[src/rtl/vgaclk_prog.sv]
// vgaclk_prog: sequencer for the DCM_CLKGEN dynamic reprogramming port.
// Serialises LoadD, LoadM and GO onto PROGCLK/PROGEN/PROGDATA, then waits
// for PROGDONE and LOCKED and reports done or an error code.
//
// Ports (all in the sys_clk domain unless noted):
//   sys_clk, sys_rst   clock, asynchronous active-high reset
//   start              one-cycle request, latches m_minus1 / d_minus1
//   m_minus1[7:0]      multiplier M-1 (1..255 legal)
//   d_minus1[7:0]      divider D-1 (0..255 legal)
//   busy               sequence in progress
//   done               one-cycle pulse on successful lock
//   err_code[1:0]      0 none, 1 bad M, 2 PROGDONE timeout, 3 lock timeout
//   prog_clk/en/data   to DCM PROGCLK / PROGEN / PROGDATA
//   prog_done, locked  from DCM, asynchronous, synchronised here
//   dcm_rst            to DCM RST
//
// Optional build macro VGACLK_PROG_AUTORESET_EN: on the first lock timeout
// of a sequence, pulse dcm_rst for 8 PROGCLK periods and retry the lock wait.
// Without it dcm_rst is tied low.

module vgaclk_prog #(
    parameter int PROG_HALF    = 4,
    parameter int DONE_TIMEOUT = 1024,
    parameter int LOCK_TIMEOUT = 4096
) (
    input  logic       sys_clk,
    input  logic       sys_rst,
    input  logic       start,
    input  logic [7:0] m_minus1,
    input  logic [7:0] d_minus1,
    output logic       busy,
    output logic       done,
    output logic [1:0] err_code,
    output logic       prog_clk,
    output logic       prog_en,
    output logic       prog_data,
    input  logic       prog_done,
    input  logic       locked,
    output logic       dcm_rst
);

    localparam int DW = (PROG_HALF > 1) ? $clog2(PROG_HALF) : 1;
    localparam logic [DW-1:0] DIV_MAX  = DW'(PROG_HALF - 1);
    localparam logic [DW-1:0] DIV_ONE  = DW'(1);
    localparam logic [15:0]   DONE_LIM = 16'(DONE_TIMEOUT - 1);
    localparam logic [15:0]   LOCK_LIM = 16'(LOCK_TIMEOUT - 1);

    typedef enum logic [3:0] {
        S_IDLE,
        S_LOAD_D,
        S_GAP1,
        S_LOAD_M,
        S_GAP2,
        S_GO,
        S_WAIT_DONE,
        S_WAIT_LOCK,
        S_RST_DCM
    } state_e;

    state_e        state_q, state_d;
    logic [15:0]   cnt_q, cnt_d;
    logic [DW-1:0] div_q, div_d;
    logic          pclk_q, pclk_d;
    logic          en_q, en_d;
    logic          data_q, data_d;
    logic          busy_q, busy_d;
    logic          done_q, done_d;
    logic [1:0]    err_q, err_d;
    logic [7:0]    m_q, m_d;
    logic [8:0]    sh_q, sh_d;

    logic pd_s1_q, pd_s2_q, pd_s3_q;
    logic lk_s1_q, lk_s2_q;

`ifdef VGACLK_PROG_AUTORESET_EN
    logic dcmrst_q, dcmrst_d;
    logic retry_q, retry_d;
`endif

    logic        tick;
    logic        pd_rise;
    logic [15:0] cnt_inc;
    logic [15:0] cnt_sat;

    // A tick is the cycle whose edge drives prog_clk from 1 to 0.
    assign tick    = busy_q & pclk_q & (div_q == DIV_MAX);
    assign pd_rise = pd_s2_q & ~pd_s3_q;
    assign cnt_inc = cnt_q + 16'd1;
    assign cnt_sat = (&cnt_q) ? cnt_q : cnt_inc;

    always_ff @(posedge sys_clk or posedge sys_rst) begin
        if (sys_rst) begin
            pd_s1_q <= 1'b0;
            pd_s2_q <= 1'b0;
            pd_s3_q <= 1'b0;
            lk_s1_q <= 1'b0;
            lk_s2_q <= 1'b0;
        end else begin
            pd_s1_q <= prog_done;
            pd_s2_q <= pd_s1_q;
            pd_s3_q <= pd_s2_q;
            lk_s1_q <= locked;
            lk_s2_q <= lk_s1_q;
        end
    end

    always_ff @(posedge sys_clk or posedge sys_rst) begin
        if (sys_rst) begin
            state_q <= S_IDLE;
            cnt_q   <= '0;
            div_q   <= '0;
            pclk_q  <= 1'b0;
            en_q    <= 1'b0;
            data_q  <= 1'b0;
            busy_q  <= 1'b0;
            done_q  <= 1'b0;
            err_q   <= 2'd0;
            m_q     <= '0;
            sh_q    <= '0;
        end else begin
            state_q <= state_d;
            cnt_q   <= cnt_d;
            div_q   <= div_d;
            pclk_q  <= pclk_d;
            en_q    <= en_d;
            data_q  <= data_d;
            busy_q  <= busy_d;
            done_q  <= done_d;
            err_q   <= err_d;
            m_q     <= m_d;
            sh_q    <= sh_d;
        end
    end

`ifdef VGACLK_PROG_AUTORESET_EN
    always_ff @(posedge sys_clk or posedge sys_rst) begin
        if (sys_rst) begin
            dcmrst_q <= 1'b0;
            retry_q  <= 1'b0;
        end else begin
            dcmrst_q <= dcmrst_d;
            retry_q  <= retry_d;
        end
    end
`endif

    always_comb begin
        state_d = state_q;
        cnt_d   = cnt_q;
        en_d    = en_q;
        data_d  = data_q;
        busy_d  = busy_q;
        done_d  = 1'b0;
        err_d   = err_q;
        m_d     = m_q;
        sh_d    = sh_q;
`ifdef VGACLK_PROG_AUTORESET_EN
        dcmrst_d = dcmrst_q;
        retry_d  = retry_q;
`endif

        unique case (state_q)
            S_IDLE: begin
                if (start) begin
                    if (m_minus1 == 8'd0) begin
                        err_d = 2'd1;
                    end else begin
                        // First LoadD bit goes out immediately so it is
                        // already stable at the first PROGCLK rise.
                        m_d     = m_minus1;
                        sh_d    = {d_minus1, 1'b0};
                        err_d   = 2'd0;
                        busy_d  = 1'b1;
                        state_d = S_LOAD_D;
                        cnt_d   = '0;
                        en_d    = 1'b1;
                        data_d  = 1'b1;
`ifdef VGACLK_PROG_AUTORESET_EN
                        retry_d = 1'b0;
`endif
                    end
                end
            end
            S_LOAD_D, S_LOAD_M: begin
                if (tick) begin
                    if (cnt_q == 16'd9) begin
                        state_d = (state_q == S_LOAD_D) ? S_GAP1 : S_GAP2;
                        cnt_d   = '0;
                        en_d    = 1'b0;
                        data_d  = 1'b0;
                    end else begin
                        cnt_d  = cnt_inc;
                        data_d = sh_q[0];
                        sh_d   = {1'b0, sh_q[8:1]};
                    end
                end
            end
            S_GAP1: begin
                if (tick) begin
                    if (cnt_q == 16'd1) begin
                        state_d = S_LOAD_M;
                        cnt_d   = '0;
                        en_d    = 1'b1;
                        data_d  = 1'b1;
                        sh_d    = {m_q, 1'b1};
                    end else begin
                        cnt_d = cnt_inc;
                    end
                end
            end
            S_GAP2: begin
                if (tick) begin
                    if (cnt_q == 16'd1) begin
                        state_d = S_GO;
                        cnt_d   = '0;
                        en_d    = 1'b1;
                        data_d  = 1'b0;
                    end else begin
                        cnt_d = cnt_inc;
                    end
                end
            end
            S_GO: begin
                if (tick) begin
                    state_d = S_WAIT_DONE;
                    cnt_d   = '0;
                    en_d    = 1'b0;
                end
            end
            S_WAIT_DONE: begin
                // Edge checked first: it beats a timeout on the same tick.
                if (pd_rise) begin
                    state_d = S_WAIT_LOCK;
                    cnt_d   = '0;
                end else if (tick) begin
                    if (cnt_q >= DONE_LIM) begin
                        err_d   = 2'd2;
                        busy_d  = 1'b0;
                        state_d = S_IDLE;
                    end else begin
                        cnt_d = cnt_sat;
                    end
                end
            end
            S_WAIT_LOCK: begin
                if (lk_s2_q) begin
                    done_d  = 1'b1;
                    busy_d  = 1'b0;
                    state_d = S_IDLE;
                end else if (tick) begin
                    if (cnt_q >= LOCK_LIM) begin
`ifdef VGACLK_PROG_AUTORESET_EN
                        if (!retry_q) begin
                            state_d  = S_RST_DCM;
                            cnt_d    = '0;
                            dcmrst_d = 1'b1;
                            retry_d  = 1'b1;
                        end else begin
                            err_d   = 2'd3;
                            busy_d  = 1'b0;
                            state_d = S_IDLE;
                        end
`else
                        err_d   = 2'd3;
                        busy_d  = 1'b0;
                        state_d = S_IDLE;
`endif
                    end else begin
                        cnt_d = cnt_sat;
                    end
                end
            end
`ifdef VGACLK_PROG_AUTORESET_EN
            S_RST_DCM: begin
                if (tick) begin
                    if (cnt_q == 16'd7) begin
                        state_d  = S_WAIT_LOCK;
                        cnt_d    = '0;
                        dcmrst_d = 1'b0;
                    end else begin
                        cnt_d = cnt_inc;
                    end
                end
            end
`endif
            default: begin
                state_d = S_IDLE;
                busy_d  = 1'b0;
                en_d    = 1'b0;
                data_d  = 1'b0;
            end
        endcase
    end

    // Divider free-runs only while the sequence stays active; it restarts
    // from a low prog_clk on the next accepted start.
    always_comb begin
        div_d  = '0;
        pclk_d = 1'b0;
        if (busy_q && busy_d) begin
            if (div_q == DIV_MAX) begin
                pclk_d = ~pclk_q;
            end else begin
                div_d  = div_q + DIV_ONE;
                pclk_d = pclk_q;
            end
        end
    end

    assign busy      = busy_q;
    assign done      = done_q;
    assign err_code  = err_q;
    assign prog_clk  = pclk_q;
    assign prog_en   = en_q;
    assign prog_data = data_q;

`ifdef VGACLK_PROG_AUTORESET_EN
    assign dcm_rst = dcmrst_q;
`else
    assign dcm_rst = 1'b0;
`endif

endmodule
[config.mk]
export PLATFORM = sky130hd
export DESIGN_NAME = vgaclk_prog
export DESIGN_NICKNAME = d
export VERILOG_FILES = /design/src/rtl/vgaclk_prog.sv
export SDC_FILE = /design/constraint.sdc
export NUM_CORES = 1
export LEC_CHECK = 0
export BUFFER_PORTS_ARGS = -buffer_cell sky130_fd_sc_hd__buf_2
export CORE_MARGIN = 2
export CORE_UTILIZATION = 47
export DETAILED_ROUTE_END_ITERATION = 7
export PLACE_DENSITY = 0.66
export SETUP_SLACK_MARGIN = 0.05
export SYNTH_ARGS = -nofsm -noshare
export SYNTH_HDL_FRONTEND = slang
export SYNTH_SLANG_ARGS = --single-unit
[constraint.sdc]
create_clock -name sys_clk -period 2.7 [get_ports sys_clk]
set_input_delay 0.27 -clock sys_clk [delete_from_list [all_inputs] [get_ports sys_clk]]
set_output_delay 0.27 -clock sys_clk [all_outputs]
set_load 0.1 [all_outputs]
### Word-level counts from Yosys, hierarchy flattened

Index checks and enable logic that the tools add are counted.
W data, S select, Z words.

| storage, ports and cells | value |
|---|---|
| flip-flop bits (word level) | 51 |
| logic and storage cells | 158 |
| input port bits | 21 |

| cells by class | value |
|---|---|
| magnitude comparators | 2 |
| bitwise operators | 8 |
| reductions and logical operators | 19 |
| mux-type cells | 76 |
| eq/ne operators | 35 |
| add/sub/neg operators | 2 |

Operators by type and width:

| kind | count |
|---|---|
| $mux W16 | 14 |
| $pmux W16 S6 | 1 |
| $mux W4 | 15 |
| $mux W9 | 6 |
| $ne A2 B2 Y1 const B | 17 |
| $pmux W4 S7 | 1 |
| $pmux W9 S3 | 1 |
| $mux W1 | 24 |
| $reduce_and A8 Y1 | 3 |
| $mux W2 | 9 |
| $add A16 B1 Y16 const B | 1 |
| $eq A16 B1 Y1 const B | 1 |
| $eq A16 B4 Y1 const B | 1 |
| $eq A4 B3 Y1 const B | 4 |
| $ge A16 B10 Y1 const B | 1 |
| $ge A16 B12 Y1 const B | 1 |
| $reduce_and A16 Y1 | 1 |
| $ne A3 B3 Y1 const B | 5 |
| $reduce_and A13 Y1 | 1 |
| $reduce_and A11 Y1 | 1 |
| $pmux W1 S5 | 2 |
| $eq A4 B2 Y1 const B | 2 |
| $logic_not A8 Y1 | 1 |
| $reduce_and A7 Y1 | 1 |
| 17 further kinds | 28 |

### Depth between registers and ports, before layout

Gate-level depths: netlist of run 1.

| logic depth | value |
|---|---|
| word-level depth | 7 |
| gate-level depth with buffers | 9 |

### Worst setup path after synthesis of run 1

OpenSTA, ideal clock, no wires.

| path | value |
|---|---|
| kind | flip-flop to flip-flop |
| start | register pclk_q, in the netlist prog_clk |
| end | register cnt_q[9] |
| data arrival time | 2345 ps |
| buffers on the path | 0 |
| slack | 234 ps |
| cell stages (with the launch flop) | 6 |
| setup time | 121 ps |
| data required time | 2579 ps |
| cells stage by stage | dfrtp_1 > nand3_1 > nor4_2 > o22a_2 > nand2_2 > o22a_1 |

| between the ends | value |
|---|---|
| word-level cells in the longest chain between the ends | 4 |
| elaborated cells on any way between the ends | 8 |
| those cells by class | eq/ne: 5; bitwise: 2; reduce/logical: 1 |

RTL lines:

| what | RTL line | source |
|---|---|---|
| start, declared | 63 | `logic pclk_q, pclk_d;` |
| start signal, assigned | 124 | `pclk_q <= pclk_d;` |
| $and A1 B1 Y1 (*) (2 in a row) | 86 | `assign tick = busy_q & pclk_q & (div_q == DIV_MAX);` |
| $ne A3 B3 Y1 (no source line), or another cell as far along | n/a |  |
| $reduce_and A11 Y1 (no source line) (*) | n/a |  |
| end signal, assigned | 122 | `cnt_q <= cnt_d;` |
| end, declared | 61 | `logic [15:0] cnt_q, cnt_d;` |

Every way passes the cells marked *; elsewhere a longest branch is shown, timed or not.
A chain may end at the register's enable or synchronous reset.

### Worst setup path after layout of run 1

| path | value |
|---|---|
| start | register cnt_q[15] |
| end | register state_q[2] |

| between the ends | value |
|---|---|
| word-level cells in the longest chain between the ends | 3 |
| elaborated cells on any way between the ends | 10 |
| those cells by class | order compare: 2; eq/ne: 7; reduce/logical: 1 |

RTL lines:

| what | RTL line | source |
|---|---|---|
| $ge A16 B10 Y1, or another cell as far along | 236 | `if (cnt_q >= DONE_LIM) begin` |
| $ne A3 B3 Y1 (no source line) / $ne A2 B2 Y1 (equally long branches) | n/a |  |
| $reduce_and A13 Y1 (no source line) (*) | n/a |  |
| end signal, assigned | 121 | `state_q <= state_d;` |
| end, declared | 60 | `state_e state_q, state_d;` |

Marks and branches as above.

==> metrics.log, run 1 <==
INFO  metric synth.net_count = 319
INFO  metric grt_start_max_net_pins = 51
INFO  metric netlist.top_cell.by_area = sky130_fd_sc_hd__dfrtp_1
INFO  metric area_growth = 10.8%
INFO  metric avgSynthCellArea = 9.58 sq um
INFO  metric fp.dieW = 81.6 microns
INFO  metric clock_sinks = 50
INFO  metric clock_path_buffers = 2
INFO  metric worst_skew_pair.late_latency = 0.30 ns
INFO  metric detail_route.first_pass.iterations = 5
INFO  metric routed_wire_length_per_instance = 16.8 microns
INFO  metric number_of_global_route_vias_before_repair = 2,356
INFO  metric timing.critical_path.arrival = 2.72 ns
INFO  metric worst_ep_required_time = 2.88 ns
INFO  metric numCtsBuffers = 5
INFO  metric synthMostInstantiatedCell = sky130_fd_sc_hd__dfrtp_1
INFO  metric rrSetupSlack = 0.16 ns
INFO  metric final_area = 3130 sq um
INFO  metric skew = 0.00668 ns
INFO  metric tritoncts_clock_tree = built
INFO  metric antenna_found_initial = 0
INFO  metric power_leakage = 1.31 nW
INFO  metric routed_wirelength = 6670 microns
INFO  metric synth_cell_type_count = 62
INFO  metric overflow = 0
INFO  metric run_status = finished, final reports clean
INFO  metric timing_worst_setup_path_type = flip-flop to flip-flop
INFO  metric postSynth.topFlopCell = sky130_fd_sc_hd__dfrtp_1
INFO  metric fillerInstances = 521
INFO  metric final_critical_path_setup_slack = 0.155 ns
INFO  metric io_pins = 29
INFO  metric synth_cells = 295
INFO  metric finalWeightedCongestion = 0.905
INFO  metric setup_tns = 0 ns
INFO  metric post_synth_instance_area = 2830 sq um
INFO  metric slowest_stage = sky130_fd_sc_hd__nor4_1
INFO  metric routed_via_density = 6.24
INFO  metric fp.coreArea = 5850 sq um
INFO  metric drc_errors = 0
INFO  metric pre_cts_slack = 0.243 ns
INFO  metric detailed_place_hpwl = 4760 microns
INFO  metric startpoint_type = flip-flop
INFO  metric track_usage = 22.0%
INFO  metric clock-root-buffer = sky130_fd_sc_hd__clkbuf_8
INFO  metric power.ir.vdd_worst = 0.655 mV
INFO  metric post_layout_nonfiller_instances = 396
INFO  metric hold_path.class = input port to flip-flop
INFO  metric h-tree-depth = 2
INFO  metric synth.area.top_cells = sky130_fd_sc_hd__dfrtp_1, sky130_fd_sc_hd__mux2_2, sky130_fd_sc_hd__nor2_1, sky130_fd_sc_hd__nand2_1, sky130_fd_sc_hd__o21ai_1
INFO  metric fmaxAchievable = 393 MHz
INFO  metric synth_warnings = 0
INFO  metric final_stage_net_count = 344
INFO  metric timing.final.crit_period = 2.54 ns
INFO  metric ys_seq_area_share = 44.3%
INFO  metric rsz0062_at_grt = no
INFO  metric slew_headroom = 47.5%
INFO  metric number_of_placement_rows = 28
INFO  metric cellPowerDensity = 1070 nW/um^2
INFO  metric initialDrtViolationCount = 207
INFO  metric postPlaceCellArea = 3030 sq um
INFO  metric multiInputGateArea = 1480 sq um
INFO  metric insertedDiodeCount = 0
INFO  metric route.antenna.remaining_nets = 0
INFO  metric grt_pass1_wl = 11,400 microns
INFO  metric max_slew.worst_pin.slew = 0.785 ns
INFO  metric fin_crit_sh = 94.3%
INFO  metric dp_cells = 388
INFO  metric critical-path-top-cell-by-count = sky130_fd_sc_hd__o41ai_1
INFO  metric maxCapViolCount = 0
INFO  metric clk_pin_slew_worst_paths = 0.10 ns
INFO  metric biggest_cell_delay_along_the_critical_path = 0.55 ns
INFO  metric regArea = 1250 sq um
INFO  metric num_vias = 2,470
INFO  metric numPortBuffers = 27
INFO  metric share_of_flip_flops_with_an_asynchronous_set_or_reset_after_synthesis = 100%
INFO  metric post_route_cells_drive_above_1_share = 22.1%
INFO  metric floorplan.die_area = 6650 sq um
INFO  metric die_y = 81.6 microns
INFO  metric cell_by_cell_listing_of_the_critical_path = nor4_1, nand4_1, o21ai_1, o211ai_2, o41ai_1, o41ai_1
INFO  metric floorplan.initialDensity = 48.3%
INFO  metric synth_edf_count = 0
INFO  metric timing.critical_path.fanout_max = 6
INFO  metric yosys-top-cells-count = sky130_fd_sc_hd__dfrtp_1, sky130_fd_sc_hd__nor2_1, sky130_fd_sc_hd__nand2_1
INFO  metric ys_ff_latch = 50
INFO  metric report.final.setup_viol = 0
INFO  metric timing.final.max_slew_violations = 0
INFO  metric top_area_cell_type_share_of_the_netlist_area = 44.3%
INFO  metric worstSetupEndpointType = flip-flop
INFO  metric final_hold_viol_count = 0
==> worst max-delay path: cells and delay by family (launching register included) <==
family / cells / cell delay (ns)
flops: 1 / 0.43
simple gates: 2 / 0.83
compound gates: 4 / 1.16
==> cells in the final DEF (no fill, tap or decap), types with 4 or more instances in the layout <==
master / netlist / layout
sky130_fd_sc_hd__buf_4: 1 / 7
sky130_fd_sc_hd__a22oi_1: 7 / 7
sky130_fd_sc_hd__and3_1: 5 / 5
sky130_fd_sc_hd__and2_1: 4 / 4
sky130_fd_sc_hd__o22a_1: 6 / 6
sky130_fd_sc_hd__nor3_1: 8 / 8
sky130_fd_sc_hd__o21ai_0: 8 / 8
sky130_fd_sc_hd__nand2b_1: 4 / 4
sky130_fd_sc_hd__o31ai_1: 5 / 5
sky130_fd_sc_hd__nand2_1: 23 / 23
sky130_fd_sc_hd__clkbuf_8: 0 / 5
sky130_fd_sc_hd__o21ai_1: 15 / 15
sky130_fd_sc_hd__dfrtp_1: 50 / 50
sky130_fd_sc_hd__a21oi_1: 13 / 13
sky130_fd_sc_hd__mux2_2: 9 / 9
sky130_fd_sc_hd__nor2_1: 24 / 24
sky130_fd_sc_hd__inv_1: 8 / 7
sky130_fd_sc_hd__buf_2: 5 / 27
sky130_fd_sc_hd__nor4_1: 8 / 8
sky130_fd_sc_hd__nand3_1: 8 / 8
sky130_fd_sc_hd__a221oi_1: 7 / 7
sky130_fd_sc_hd__a31oi_1: 10 / 10
==> per-layer routing <==
layer | up-vias | global-route usage, % | wire length [microns]
met1 | 1179 | 29.9 | 2930
met4 | 0 | 7.97 | 61
li1 | 1174 | - | -
met2 | 109 | 34.8 | 3230
met3 | 8 | 4.62 | 449
met5 | - | 0 | 0
==> repair_timing <==
item	in CTS	in global routing
hold buffers	0	0
resized for setup	0	1
setup buffers	0	0
setup endpoints to repair	0	17
==> power by group <==
part	leakage (nW)	total [mW]	internal (mW)	switching (mW)
clock	0.0491	0.458	0.191	0.267
sequential	0.636	1.13	0.969	0.158
combinational	0.624	1.77	0.576	1.20
total	1.31	3.36	1.74	1.62
==> cell families after synthesis <==
| logic type | share of synthesized area [%] |
|---|---|
| XOR/XNOR | 0.620 |
| AND/OR/NAND/NOR | 20.2 |
| AO/OA/AOI/OAI | 25.7 |
| flip-flops | 44.3 |
| other | 0.133 |
| adder cells (fa/ha/maj) | 1.33 |
| multiplexers | 3.94 |
| buffers and inverters | 3.81 |
==> metrics by stage <==
step                power [mW]  hold slack [ns]  utilization (%)
finish                    3.36           0.0645             53.6
detailed placement        2.91            0.348             51.8
global placement          2.88            0.332             51.8
CTS                       3.38           0.0495             53.4
global route              3.61           0.0398             53.6
floorplan                 2.51            0.301                -
==> layout make-up <==
| class | instances | area share (%) |
|---|---|---|
| flip-flops and latches | 50 | 39.9 |
| repair buffers | 34 | 5.99 |
| inverters | 8 | 0.958 |
| well taps | 75 | 3.00 |
| clock buffers | 5 | 2.20 |
| clock inverters | 3 | 0.839 |
| multi-input cells | 221 | 47.1 |
==> final timing paths <==
check,startpoint,endpoint,cells past startpoint
setup / recovery,cnt_q[15],state_q[2],6
hold / removal,locked,lk_s1_q,1
setup reg to reg,cnt_q[15],state_q[2],6
hold reg to reg,lk_s1_q,lk_s2_q,0
max in group asynchronous,sys_rst,sh_q[5],3
min in group asynchronous,sys_rst,prog_en,3
==> registers in the layout, summed over array words and instances (netlist names) <==
| register | count |
|---|---|
| sh_q | 9 |
| done | 1 |
| pd_s3_q | 1 |
| state_q | 3 |
| div_q | 2 |
| prog_en | 1 |
| pd_s1_q | 1 |
| prog_clk | 1 |
| busy | 1 |
| lk_s2_q | 1 |
| cnt_q | 16 |
| m_q | 8 |
| lk_s1_q | 1 |
| prog_data | 1 |
| err_code | 2 |
| pd_s2_q | 1 |
(Power assumes the default switching activity.)
==> inputs of run 2 (changes only) <==
--- a/config.mk
+++ b/config.mk
@@ -9,5 +9,4 @@
 export CORE_MARGIN = 2
-export CORE_UTILIZATION = 47
+export CORE_UTILIZATION = 45
 export DETAILED_ROUTE_END_ITERATION = 7
-export PLACE_DENSITY = 0.66
 export SETUP_SLACK_MARGIN = 0.05
--- a/constraint.sdc
+++ b/constraint.sdc
@@ -3,2 +3,2 @@
 set_output_delay 0.27 -clock sys_clk [all_outputs]
-set_load 0.1 [all_outputs]
+set_load 0.01 [all_outputs]
==> metrics.log, run 2 (synthesized netlist as in run 1, its figures left out) <==
INFO  metric timing.final.crit_period = 2.44 ns (-0.102 ns)
INFO  metric grt_util_met3 = 4.08% (-0.54 points)
INFO  metric final_common_cell = sky130_fd_sc_hd__dfrtp_1
INFO  metric setup_tns = 0 ns (unchanged)
INFO  metric internal_power = 1.83 mW (+5.6%)
INFO  metric antenna_found_initial = 0 (unchanged)
INFO  metric tritoncts_clock_tree = built
INFO  metric area_growth = 11.6%
INFO  metric timing.critical_path.arrival = 2.67 ns (-0.05 ns)
INFO  metric hold_path.class = input port to flip-flop
INFO  metric route.antenna.remaining_nets = 0 (unchanged)
INFO  metric gr-max-usage-layer = met2
INFO  metric numCtsBuffers = 5 (unchanged)
INFO  metric startpoint_type = flip-flop
INFO  metric hold-path-cell-count = 1 (unchanged)
INFO  metric number_of_placement_rows = 28 (unchanged)
INFO  metric max_slew.worst_pin.slew = 0.743 ns (-0.0423 ns)
INFO  metric most_frequent_cells_in_the_layout = sky130_fd_sc_hd__dfrtp_1, sky130_fd_sc_hd__buf_2, sky130_fd_sc_hd__nor2_1, sky130_fd_sc_hd__nand2_1, sky130_fd_sc_hd__o21ai_1
INFO  metric finalWeightedCongestion = 0.838 (-7.5%)
INFO  metric cell_by_cell_listing_of_the_critical_path = ha_1, nand4_2, o311ai_2, nand3_1, o22ai_4, nor2_2, a2bb2oi_1
INFO  metric fp.dieW = 83.3 microns (+2.1%)
INFO  metric cellPowerDensity = 999 nW/um^2 (-6.9%)
INFO  metric skew = 0.00701 ns (+0.000325 ns)
INFO  metric timing.reg2reg.worst_path_depth = 7 (+1)
INFO  metric dp_cells = 389 (+0.26%)
INFO  metric number_of_global_route_vias_before_repair = 2,358 (+0.085%)
INFO  metric final_hold_viol_count = 0 (unchanged)
INFO  metric fin_crit_sh = 90.5% (-3.8 points)
INFO  metric grt_pass1_wl = 11,600 microns (+1.6%)
INFO  metric fmaxAchievable = 409 MHz (+4.2%)
INFO  metric floorplan.initialDensity = 47.2% (-1.1 points)
INFO  metric grt_start_max_net_pins = 51 (unchanged)
INFO  metric power.share.combinational = 46.2% (-6.6 points)
INFO  metric final_util = 52.7% (-0.88 points)
INFO  metric swShare = 41.9% (-6.5 points)
INFO  metric die_y = 83.3 microns (+2.1%)
INFO  metric fp.coreArea = 5990 sq um (+2.4%)
INFO  metric gr-usage-met1 = 28.2% (-1.7 points)
INFO  metric maxCapViolCount = 0 (unchanged)
INFO  metric post_route_cells_drive_above_1_share = 22.0% (-0.069 points)
INFO  metric drc_errors = 0 (unchanged)
INFO  metric initialDrtViolationCount = 146 (-29%)
INFO  metric timing.final.max_slew_violations = 0 (unchanged)
INFO  metric finalPower = 3.15 mW (-6.2%)
INFO  metric largest_register_ffs = 16 (unchanged)
INFO  metric num_vias = 2,442 (-1.1%)
INFO  metric timing.critical_path.fanout_max = 10 (+4)
INFO  metric timing_worst_setup_path_type = flip-flop to flip-flop
INFO  metric p_seq_share = 36.8% (+3.3 points)
INFO  metric power.ir.vdd_worst = 0.637 mV (-2.7%)
INFO  metric run_status = finished, final reports clean
INFO  metric slowest_stage = sky130_fd_sc_hd__o311ai_2
INFO  metric overflow = 0 (unchanged)
INFO  metric routed_wire_length_per_instance = 17.2 microns (+1.9%)
INFO  metric met2_capacity_usage_during_global_routing = 32.3% (-2.5 points)
INFO  metric final_stage_net_count = 345 (+0.29%)
INFO  metric worst_skew_pair.late_latency = 0.30 ns (about the same)
INFO  metric insertedDiodeCount = 0 (unchanged)
INFO  metric largest_registers = cnt_q (16), sh_q (9), m_q (8)
INFO  metric routed_wirelength = 6810 microns (+2.1%)
INFO  metric clock-root-buffer = sky130_fd_sc_hd__clkbuf_8
INFO  metric clk_pin_slew_worst_paths = 0.10 ns (about the same)
INFO  metric post_layout_nonfiller_instances = 397 (+0.25%)
INFO  metric power_leakage = 1.32 nW (+0.51%)
INFO  metric biggest_cell_delay_along_the_critical_path = 0.47 ns (-0.08 ns)
INFO  metric clock_sinks = 50 (unchanged)
INFO  metric routed_via_density = 6.15 (-1.4%)
INFO  metric worst_ep_required_time = 2.93 ns (+0.05 ns)
INFO  metric floorplan.die_area = 6930 sq um (+4.2%)
INFO  metric track_usage = 20.3% (-1.8 points)
INFO  metric detail_route.first_pass.iterations = 4 (-1)
INFO  metric h-tree-depth = 2 (unchanged)
INFO  metric slew_headroom = 50.3% (+2.8 points)
INFO  metric numPortBuffers = 27 (unchanged)
INFO  metric io_pins = 29 (unchanged)
INFO  metric clock_path_buffers = 2 (unchanged)
INFO  metric detailed_place_hpwl = 4790 microns (+0.54%)
INFO  metric rsz0062_at_grt = no
INFO  metric worstSetupEndpointType = flip-flop
INFO  metric registers.top_by_ff_count = cnt_q
INFO  metric clock_power_share = 17.1% (+3.5 points)
INFO  metric postCtsHoldBufs = 0 (unchanged)
INFO  metric total_switching_power = 1.32 mW (-19%)
INFO  metric report.final.setup_viol = 0 (unchanged)
[run 2: cell types whose count changed in the layout (fill, tap and decap cells not counted)]
cell,delta
sky130_fd_sc_hd__clkinvlp_4,+1
sky130_fd_sc_hd__inv_6,-2
sky130_fd_sc_hd__clkbuf_1,+1
sky130_fd_sc_hd__buf_4,+1
sky130_fd_sc_hd__clkinv_4,-1
sky130_fd_sc_hd__bufinv_16,+1
[run 2: metal layers]
layer / routed length [microns] / up-vias
li1: - / 1179
met1: 3310 / 1192
met2: 3180 / 64
met3: 272 / 7
met4: 49 / 0
met5: 0 / -
[run 2: critical path: cells and delay by family (launching register included)]
| family | cells | cell delay (ns) |
|---|---|---|
| adder cells (fa/ha/maj) | 1 | 0.23 |
| flip-flops | 1 | 0.44 |
| AO/OA/AOI/OAI | 3 | 1.05 |
| AND/OR/NAND/NOR | 3 | 0.66 |
[run 2: per-stage QoR]
step	setup slack (ns)	area, sq um	hold WS [ns]
finish	0.257	3160	0.0676
global route	0.0548	3160	0.0438
CTS	0.149	3150	0.0558
detailed placement	0.179	3040	0.336
global placement	0.186	3040	0.333
floorplan	0.601	2830	0.301
[run 2: power groups by stage]
stage	Sequential (mW)	Clock (mW)	Combinational, mW
floorplan	1.10	0	1.11
global placement	1.17	0	1.44
detailed placement	1.17	0	1.45
CTS	1.16	0.550	1.46
global route	1.19	0.588	1.65
finish	1.16	0.537	1.45
[run 2: final cells by class]
| type | count | area, sq um |
|---|---|---|
| inverter | 8 | 30.0 |
| sequential | 50 | 1250 |
| multi-input combinational | 221 | 1480 |
| tap | 75 | 93.8 |
| clock buffer | 6 | 72.6 |
| fill | 574 | 2840 |
| clock inverter | 2 | 37.5 |
| timing repair buffer | 35 | 195 |
[run 2: path summary, 6_finish.rpt]
| path | to | startpoint | slack (ns) |
|---|---|---|---|
| worst min-delay path | pd_s1_q | prog_done | 0.07 |
| worst max-delay path | cnt_q[13] | cnt_q[0] | 0.26 |
| min in group asynchronous | cnt_q[14] | sys_rst | 0.12 |
| worst min register to register | lk_s2_q | lk_s1_q | 0.35 |
| worst max register to register | cnt_q[13] | cnt_q[0] | 0.26 |
| max in group asynchronous | lk_s1_q | sys_rst | 2.14 |
[run 2: repair_timing]
action / in CTS / in global routing
setup endpoints to repair: 0 / 17
setup buffers: 0 / 0
resized for setup: 0 / 1
